<file path="src/rtl/pio_mem_arb_if.sv">
// Client- and memory-side signal bundle for pio_mem_arb.
// The slave modport is the arbiter's view; the master modport is the surrounding logic.
interface pio_mem_arb_if #(
    parameter int unsigned WIDTH       = 20,
    parameter int unsigned DEPTH_NBITS = 10,
    parameter int unsigned NUM_RD      = 4
);
    logic                          init_start;
    logic                          init_done;
    logic [NUM_RD-1:0]             rd_req;
    logic [NUM_RD*DEPTH_NBITS-1:0] rd_addr;
    logic [NUM_RD-1:0]             rd_gnt;
    logic [NUM_RD-1:0]             rd_ack;
    logic [WIDTH-1:0]              rd_data;
    logic                          wr_req;
    logic [DEPTH_NBITS-1:0]        wr_addr;
    logic [WIDTH-1:0]              wr_data;
    logic                          wr_gnt;
    logic                          app_mem_rd;
    logic [DEPTH_NBITS-1:0]        app_mem_raddr;
    logic                          app_mem_wr;
    logic [DEPTH_NBITS-1:0]        app_mem_waddr;
    logic [WIDTH-1:0]              app_mem_wdata;
    logic                          app_mem_ack;
    logic [WIDTH-1:0]              app_mem_rdata;

    modport slave (
        input  init_start, rd_req, rd_addr, wr_req, wr_addr, wr_data,
               app_mem_ack, app_mem_rdata,
        output init_done, rd_gnt, rd_ack, rd_data, wr_gnt,
               app_mem_rd, app_mem_raddr, app_mem_wr, app_mem_waddr, app_mem_wdata
    );

    modport master (
        output init_start, rd_req, rd_addr, wr_req, wr_addr, wr_data,
               app_mem_ack, app_mem_rdata,
        input  init_done, rd_gnt, rd_ack, rd_data, wr_gnt,
               app_mem_rd, app_mem_raddr, app_mem_wr, app_mem_waddr, app_mem_wdata
    );
endinterface

</file>
<file path="src/rtl/pio_mem_arb.sv">
// BRAM access controller: clears memory to INIT_VALUE, round-robins NUM_RD readers onto
// the single read port, passes one writer through and holds off reads racing in-flight writes.
module pio_mem_arb #(
    parameter int unsigned          WIDTH       = 20,
    parameter int unsigned          DEPTH_NBITS = 10,
    parameter int unsigned          NUM_RD      = 4,
    parameter logic [WIDTH-1:0]     INIT_VALUE  = '0
) (
    input  logic          clk,
    input  logic          rst,
    pio_mem_arb_if.slave  bus
);
    localparam int unsigned ID_W = $clog2(NUM_RD);
    localparam logic [DEPTH_NBITS-1:0] LAST_ADDR = '1;

    typedef enum logic [1:0] {IDLE, INIT, RUN} state_t;

    state_t                 state;
    logic [DEPTH_NBITS-1:0] init_cnt;
    logic [ID_W-1:0]        last_gnt;
    logic [ID_W-1:0]        gnt_id_d1;
    logic                   gnt_v_d1;
    logic                   hz0_v, hz1_v;
    logic [DEPTH_NBITS-1:0] hz0_addr, hz1_addr;

    logic                   in_init_c, in_run_c;
    logic                   wr_gnt_c, mem_wr_c;
    logic [DEPTH_NBITS-1:0] waddr_c;
    logic [WIDTH-1:0]       wdata_c;
    logic [DEPTH_NBITS-1:0] req_addr [NUM_RD];
    logic [NUM_RD-1:0]      elig_c;
    logic [NUM_RD-1:0]      gnt_c;
    logic [ID_W-1:0]        gnt_id_c;
    logic                   found_c;

    // Init sequencer: one clear write per cycle; init_start restarts the sweep.
    always_ff @(posedge clk or posedge rst) begin
        if (rst) begin
            state    <= IDLE;
            init_cnt <= '0;
        end else begin
            case (state)
                IDLE: begin
                    state    <= INIT;
                    init_cnt <= '0;
                end
                INIT: begin
                    if (bus.init_start) begin
                        init_cnt <= '0;
                    end else if (init_cnt == LAST_ADDR) begin
                        state    <= RUN;
                        init_cnt <= '0;
                    end else begin
                        init_cnt <= init_cnt + DEPTH_NBITS'(1);
                    end
                end
                RUN: begin
                    if (bus.init_start) begin
                        state    <= INIT;
                        init_cnt <= '0;
                    end
                end
                default: begin
                    state    <= IDLE;
                    init_cnt <= '0;
                end
            endcase
        end
    end

    assign in_init_c = (state == INIT);
    assign in_run_c  = (state == RUN);
    assign wr_gnt_c  = bus.wr_req & in_run_c;
    assign mem_wr_c  = in_init_c | wr_gnt_c;
    assign waddr_c   = in_init_c ? init_cnt : bus.wr_addr;
    assign wdata_c   = in_init_c ? INIT_VALUE : bus.wr_data;

    // Writes land two cycles after issue; remember the last two so reads cannot overtake them.
    always_ff @(posedge clk or posedge rst) begin
        if (rst) begin
            hz0_v    <= 1'b0;
            hz0_addr <= '0;
            hz1_v    <= 1'b0;
            hz1_addr <= '0;
        end else begin
            hz0_v    <= mem_wr_c;
            hz0_addr <= waddr_c;
            hz1_v    <= hz0_v;
            hz1_addr <= hz0_addr;
        end
    end

    for (genvar i = 0; i < NUM_RD; i++) begin : g_elig
        assign req_addr[i] = bus.rd_addr[i*DEPTH_NBITS +: DEPTH_NBITS];
        assign elig_c[i]   = bus.rd_req[i] & in_run_c
                           & ~((hz0_v    & (hz0_addr == req_addr[i]))
                             | (hz1_v    & (hz1_addr == req_addr[i]))
                             | (mem_wr_c & (waddr_c  == req_addr[i])));
    end

    // Round-robin pick starting one past the last winner.
    always_comb begin
        found_c  = 1'b0;
        gnt_id_c = '0;
        for (int k = 1; k <= int'(NUM_RD); k++) begin
            if (!found_c && elig_c[ID_W'((int'(last_gnt) + k) % int'(NUM_RD))]) begin
                found_c  = 1'b1;
                gnt_id_c = ID_W'((int'(last_gnt) + k) % int'(NUM_RD));
            end
        end
        gnt_c = found_c ? (NUM_RD'(1) << gnt_id_c) : '0;
    end

    always_ff @(posedge clk or posedge rst) begin
        if (rst) begin
            last_gnt  <= ID_W'(NUM_RD - 1);
            gnt_v_d1  <= 1'b0;
            gnt_id_d1 <= '0;
        end else begin
            if (found_c) begin
                last_gnt <= gnt_id_c;
            end
            gnt_v_d1  <= found_c;
            gnt_id_d1 <= gnt_id_c;
        end
    end

    assign bus.init_done     = in_run_c;
    assign bus.wr_gnt        = wr_gnt_c;
    assign bus.rd_gnt        = gnt_c;
    assign bus.app_mem_rd    = found_c;
    assign bus.app_mem_raddr = req_addr[gnt_id_c];
    assign bus.app_mem_wr    = mem_wr_c;
    assign bus.app_mem_waddr = waddr_c;
    assign bus.app_mem_wdata = wdata_c;
    assign bus.rd_ack        = (NUM_RD'(1) << gnt_id_d1)
                             & {NUM_RD{bus.app_mem_ack & gnt_v_d1}};
    assign bus.rd_data       = bus.app_mem_rdata;
endmodule

</file>
<file path="src/flat_wrapper.sv">
// flat-port wrapper written by rule: the top's interface ports become plain ports
module pio_mem_arb_flat 
#(
    parameter int unsigned          WIDTH       = 20,
    parameter int unsigned          DEPTH_NBITS = 10,
    parameter int unsigned          NUM_RD      = 4,
    parameter logic [WIDTH-1:0]     INIT_VALUE  = '0
)
  (clk, rst, bus_init_start, bus_rd_req, bus_rd_addr, bus_wr_req, bus_wr_addr, bus_wr_data, bus_app_mem_ack, bus_app_mem_rdata, bus_init_done, bus_rd_gnt, bus_rd_ack, bus_rd_data, bus_wr_gnt, bus_app_mem_rd, bus_app_mem_raddr, bus_app_mem_wr, bus_app_mem_waddr, bus_app_mem_wdata);
  pio_mem_arb_if #(.WIDTH(WIDTH), .DEPTH_NBITS(DEPTH_NBITS), .NUM_RD(NUM_RD)) bus_i ();
  input  logic clk;
  input  logic rst;
  input wire logic [$bits(bus_i.init_start)-1:0] bus_init_start;
  input wire logic [$bits(bus_i.rd_req)-1:0] bus_rd_req;
  input wire logic [$bits(bus_i.rd_addr)-1:0] bus_rd_addr;
  input wire logic [$bits(bus_i.wr_req)-1:0] bus_wr_req;
  input wire logic [$bits(bus_i.wr_addr)-1:0] bus_wr_addr;
  input wire logic [$bits(bus_i.wr_data)-1:0] bus_wr_data;
  input wire logic [$bits(bus_i.app_mem_ack)-1:0] bus_app_mem_ack;
  input wire logic [$bits(bus_i.app_mem_rdata)-1:0] bus_app_mem_rdata;
  output wire logic [$bits(bus_i.init_done)-1:0] bus_init_done;
  output wire logic [$bits(bus_i.rd_gnt)-1:0] bus_rd_gnt;
  output wire logic [$bits(bus_i.rd_ack)-1:0] bus_rd_ack;
  output wire logic [$bits(bus_i.rd_data)-1:0] bus_rd_data;
  output wire logic [$bits(bus_i.wr_gnt)-1:0] bus_wr_gnt;
  output wire logic [$bits(bus_i.app_mem_rd)-1:0] bus_app_mem_rd;
  output wire logic [$bits(bus_i.app_mem_raddr)-1:0] bus_app_mem_raddr;
  output wire logic [$bits(bus_i.app_mem_wr)-1:0] bus_app_mem_wr;
  output wire logic [$bits(bus_i.app_mem_waddr)-1:0] bus_app_mem_waddr;
  output wire logic [$bits(bus_i.app_mem_wdata)-1:0] bus_app_mem_wdata;
  assign bus_i.init_start = bus_init_start;
  assign bus_i.rd_req = bus_rd_req;
  assign bus_i.rd_addr = bus_rd_addr;
  assign bus_i.wr_req = bus_wr_req;
  assign bus_i.wr_addr = bus_wr_addr;
  assign bus_i.wr_data = bus_wr_data;
  assign bus_i.app_mem_ack = bus_app_mem_ack;
  assign bus_i.app_mem_rdata = bus_app_mem_rdata;
  assign bus_init_done = bus_i.init_done;
  assign bus_rd_gnt = bus_i.rd_gnt;
  assign bus_rd_ack = bus_i.rd_ack;
  assign bus_rd_data = bus_i.rd_data;
  assign bus_wr_gnt = bus_i.wr_gnt;
  assign bus_app_mem_rd = bus_i.app_mem_rd;
  assign bus_app_mem_raddr = bus_i.app_mem_raddr;
  assign bus_app_mem_wr = bus_i.app_mem_wr;
  assign bus_app_mem_waddr = bus_i.app_mem_waddr;
  assign bus_app_mem_wdata = bus_i.app_mem_wdata;
  pio_mem_arb #(.WIDTH(WIDTH), .DEPTH_NBITS(DEPTH_NBITS), .NUM_RD(NUM_RD), .INIT_VALUE(INIT_VALUE)) u_core (.clk(clk), .rst(rst), .bus(bus_i));
endmodule
</file>
<file path="config.mk">
export PLATFORM = sky130hd
export DESIGN_NAME = pio_mem_arb_flat
export DESIGN_NICKNAME = d
export VERILOG_FILES = /design/src/rtl/pio_mem_arb_if.sv /design/src/rtl/pio_mem_arb.sv /design/src/flat_wrapper.sv
export SDC_FILE = /design/constraint.sdc
export NUM_CORES = 1
export LEC_CHECK = 0
export BUFFER_PORTS_ARGS = -buffer_cell sky130_fd_sc_hd__clkbuf_2
export CORE_UTILIZATION = 54
export DETAILED_ROUTE_END_ITERATION = 7
export PLACE_DENSITY = 0.88
export SYNTH_ARGS = -nofsm -noshare
export SYNTH_HDL_FRONTEND = slang
export SYNTH_SLANG_ARGS = --single-unit
export TNS_END_PERCENT = 50
</file>
<file path="constraint.sdc">
create_clock -name clk -period 5.3 [get_ports clk]
set_input_delay 0.265 -clock clk [delete_from_list [all_inputs] [get_ports clk]]
set_output_delay 0.265 -clock clk [all_outputs]
set_load 0.01 [all_outputs]
</file>
-- After elaboration in Yosys (flattened, before gate mapping)
Index checks and enable logic that the tools add are counted.
- add/subtract/negate cells: 5
- $lt $le $gt $ge: 5
- equality and inequality tests: 18
- shift operators: 2
- mux-type cells: 34
- bitwise operators: 37
- reductions and logical operators: 8
- operators by type and width (kind ; count):
    $eq 10x10->1 ; 12
    $mux 10 ; 6
    $and 1x1->1 ; 22
    $bmux 10 s2 ; 1
    $mux 20 ; 1
    $pmux 10 s2 ; 1
    $lt 2x4->1 const B ; 4
    $mux 2 ; 7
    $mux 1 ; 12
    $add 10x1->10 const B ; 1
    $eq 10x10->1 const B ; 1
    $or 1x1->1 ; 9
    $bmux 1 s2 ; 4
    $shl 1x2->4 const A ; 2
    $ne 2x2->1 const B ; 3
    $pmux 2 s3 ; 1
    $add 2x1->2 const B ; 2
    $add 2x2->2 const B ; 2
    $and 4x4->4 ; 1
    $mux 4 ; 1
    $not 1->1 ; 4
    $ge 3x3->1 const B ; 1
    $logic_and 1x1->1 ; 3
    $logic_not 1->1 ; 3
    other kinds (5) ; 5
- register bits after elaboration: 39

-- Logic depth before layout (Yosys ltp)
- depth after elaboration: 24
- mapped depth: 13
- depth with buffers taken out: 9

-- Worst setup path after synthesis
No wires, ideal clock.
- path type: register to output
- start: reg u_core.state[1]
- end: out bus_app_mem_raddr[0]
- arrival: 2.761 ns
- required time: 5.035 ns
- setup slack: 2.274 ns
- stages on the path, launching flop included: 13
- buffers on the path: 3
- cell sequence: dfrtp_1 -> nand2b_1 -> buf_6 -> buf_6 -> mux2i_2 -> o22ai_1 -> or4_4 -> o21ai_2 -> o21ai_1 -> o22a_1 -> o21ba_4 -> buf_6 -> a221oi_2
- longest elaborated chain between the ends: 24
- elaborated cells between the ends (all ways): 58
- RTL lines (item ; RTL line ; source):
    from (decl) ; pio_mem_arb.sv:18 ; state_t state;
    from (signal assigned) ; pio_mem_arb.sv:39 ; state <= IDLE;
    from (signal assigned) ; pio_mem_arb.sv:44 ; state <= INIT;
    from (signal assigned) ; pio_mem_arb.sv:51 ; state <= RUN;
    $eq 2x1->1 / $eq 2x2->1 (equally long branches) ; pio_mem_arb.sv:71, pio_mem_arb.sv:72 ;
    $mux 10 / $and 1x1->1 (equally long branches) ; pio_mem_arb.sv:75, pio_mem_arb.sv:73 ;
    $eq 10x10->1 / $or 1x1->1 (equally long branches) ; pio_mem_arb.sv:98, pio_mem_arb.sv:74 ;
    $and 1x1->1 ; pio_mem_arb.sv:98 ; | (mem_wr_c & (waddr_c == req_addr[i])));
    $or 1x1->1 ; pio_mem_arb.sv:98 ;
    $not 1->1 ; pio_mem_arb.sv:96 ; & ~((hz0_v & (hz0_addr == req_addr[i]))
    $and 1x1->1 ; pio_mem_arb.sv:96 ;
    $bmux 1 s2 ; pio_mem_arb.sv:106 ; if (!found_c && elig_c[ID_W'((int'(last_gnt) + k) % int'(NUM_RD))]) begin
    [7 not listed] ; - ;
    $logic_and 1x1->1 ; pio_mem_arb.sv:106 ;
    $mux 1 ; pio_mem_arb.sv:106 ;
    $logic_not 1->1 ; pio_mem_arb.sv:106 ;
    $logic_and 1x1->1 ; pio_mem_arb.sv:106 ;
    $mux 2 * ; pio_mem_arb.sv:106 ;
    $not 2->3 (not written as such) * ; pio_mem_arb.sv:132 ; assign bus.app_mem_raddr = req_addr[gnt_id_c];
    $bmux 10 s2 * ; pio_mem_arb.sv:132 ;
    $mux 10 (not written as such) * (2 in series) ; pio_mem_arb.sv:132 ;
    to (decl) ; flat_wrapper.sv:27 ; output wire logic [$bits(bus_i.app_mem_raddr)-1:0] bus_app_mem_raddr;
Every way passes the cells marked *; elsewhere a longest branch is shown, timed or not. The select of a mux whose other input is x is not followed.

-- Worst setup path after layout
- start: reg u_core.state[1]
- end: out bus_app_mem_raddr[6]
The elaborated chain is that of the path after synthesis.

==> impl_metrics.toml <==
[cells_and_area]
stdcell_area_sq_um = 4740
area_growth_pct = 11.2
fill_cells = 722
n_antenna_cell = 0
final_cells = 693
multi_input_area_sq_um = 2710
fin_nets = 690
register_area_sq_um = 978
drive_gt1_share_pct = 28.1

[route]
wirelength_um = 14200
vias_per_cell = 6.18
ant_nets = 0
drt_iter0_markers = 433
drc = 0
drt_first_pass_iters = 7
routedWlPerCell_um = 20.4
vias = 4285

[power]
leakagePower_nw = 2.17
power_density_nw_per_um2 = 158
vdd_drop_max_uv = 90.7
total_power_mw = 0.751

[synth]
synth_ff_type = "dfrtp_1"
syn_area_sq_um = 4260
synth-async-reset-ratio_pct = 100
synth_edf_count = 0
syn_inst = 533
synth_top_cell_by_area = "dfrtp_1"
synth.area.top_cells = "dfrtp_1, xnor2_1, xor2_1"
synth_cell_types = 58
synth_fp_nets = 633
yosysTopAreaCellShare_pct = 21.7
syn-mean-instance-area_sq_um = 8.00
synth-seq-area-share_pct = 23.0
ys_ff_latch = 39
yosysWarnings = 0

[global_route]
grt_max_degree = 59
grt_overflow = 0
grt_pass1_wl_um = 22200
antenna_found_initial = 0
grt.total_usage_pct = 35.0
first_global_vias = 4198

[timing]
rsz0062_at_grt = "no"
drv_slew = 0
skew_ns = 0.00976
min_period_ns = 4.39
slew_headroom_pct = 27.6
hold_viol = 0
fmax_ghz = 0.228
setup_viol = 0
period_share_pct = 82.9
setup_tns_ns = 0
tightest_slew_ns = 1.09
holdWs_ns = 0.0526

[die]
io_pins = 171
start_util_pct = 55.5
rows = 32
core_area_sq_um = 7690
fp.dieH_um = 90.9
dieArea_sq_um = 8250
die_x_um = 90.9

[place]
dp_hpwl_um = 11400
post_dp_cell_area_sq_um = 4640
portBuffers = 130
dp_cells = 685
gp_congestion = 0.995

[clock_tree]
cts_tree = "yes"
clk_pin_slew_ns = 0.08
cts_sinks = 39
clock-root-buffer = "clkbuf_8"
numCtsBuffers = 5
h-tree-depth = 2
clkLatencyLatePin_ns = 0.31
clk_path_buf_depth = 2
cts_resized = 0
cts_setup_buffers = 0
ctsHoldBuffers = 0

[worst_hold_path]
hp-class = "in2async"

[critical_path]
critPathCaptureType = "primary output"
cp.required_ns = 5.04
crit_path_max_fanout = 58
crit_arrival_ns = 4.13
startpoint_type = "flop"
critPathKind = "reg2out"

[status]
outcome = "finished clean"

[flow_run]
drv_cap = 0
[worst max-delay path: stages, from the launching register on]
cell	delay, ns
dfrtp_1	0.40
nand2b_2	0.87
mux2i_1	0.45
xor2_1	0.13
o211a_1	0.13
a31oi_1	0.54
or2_2	0.23
a21oi_1	0.07
o21a_1	0.38
a221oi_2	0.39
clkbuf_2	0.19
[final cells by class]
class                   count  area share [%]
well taps                 102            2.69
multi-input cells         369            57.1
clock buffers               7            2.03
flip-flops and latches     39            20.6
inverters                  44            3.48
repair buffers            131            13.9
clock inverters             1           0.158
[Yosys cell counts, types with 5 or more instances]
| library cell | number |
|---|---|
| o22ai_1 | 19 |
| and2_1 | 21 |
| nand2_1 | 18 |
| nand4_1 | 20 |
| a221oi_1 | 9 |
| inv_1 | 44 |
| o21ai_0 | 19 |
| nor2b_1 | 5 |
| mux2i_1 | 7 |
| clkbuf_1 | 50 |
| and3_1 | 5 |
| xnor2_1 | 90 |
| nor3_1 | 12 |
| dfrtp_1 | 37 |
| nor2_1 | 23 |
| a221oi_2 | 9 |
| buf_4 | 20 |
| xor2_1 | 27 |
| a21oi_1 | 9 |
| nand3_1 | 15 |
[worst paths after layout]
check	slack (ns)	depth (start not counted)	to	start
setup / recovery	0.91	10	bus_app_mem_raddr[6]	u_core.state[1]
hold / removal	0.05	3	u_core.init_cnt[6]	rst
setup reg to reg	1.88	8	u_core.last_gnt[1]	u_core.state[1]
hold reg to reg	0.52	0	u_core.hz1_v	u_core.hz0_v
max in group asynchronous	4.86	3	u_core.last_gnt[0]	rst
min in group clk	0.21	2	u_core.init_cnt[8]	bus_init_start
[stage by stage]
| stage | setup WS (ns) | utilization, % |
|---|---|---|
| floorplan | 2.27 | - |
| global placement | 1.46 | 60.3 |
| detailed placement | 1.33 | 60.3 |
| CTS | 0.993 | 61.7 |
| global route | 0.614 | 61.7 |
| finish | 0.909 | 61.7 |
[cell families after synthesis]
family	synth area share, %
mux	2.76
flops	23.0
simple gates	16.6
xor+xnor	24.0
compound gates	19.8
fa+ha+maj	0.293
buf+inv	13.6
[registers in the layout, summed over array words and instances (netlist names), 2 cells and up]
signal            cells
u_core.gnt_id_d1      2
u_core.hz1_addr      10
u_core.state          2
u_core.last_gnt       2
u_core.hz0_addr      10
u_core.init_cnt      10
[power breakdown]
part	internal, mW	switching [mW]
sequential	0.303	0.0129
clock	0.119	0.115
combinational	0.0855	0.116
total	0.507	0.245
[cell usage in the layout, fill, tap and decap left out, types with 7 or more instances in the layout]
cell	Yosys	routed
nand3_1	15	15
clkbuf_8	0	7
mux2i_1	7	7
o21ai_0	19	19
o22ai_1	19	19
nand2_1	18	18
a221oi_2	9	9
clkbuf_2	0	130
dfrtp_1	37	37
inv_1	44	44
and2_1	21	21
nor2_1	23	23
xnor2_1	90	90
nand4_1	20	20
a21oi_1	9	9
a221oi_1	9	9
nor3_1	12	12
xor2_1	27	27
[routing by layer]
| layer | part of all wire, % | routed length [um] | GRT usage [%] |
|---|---|---|---|
| met1 | 38 | 5400 | 42.9 |
| met2 | 48 | 6810 | 60.8 |
| met3 | 9.9 | 1400 | 5.89 |
| met4 | 3.9 | 559 | 14.3 |
| met5 | 0 | 0 | 0 |
No activity file was read; power rests on OpenSTA's default activity.
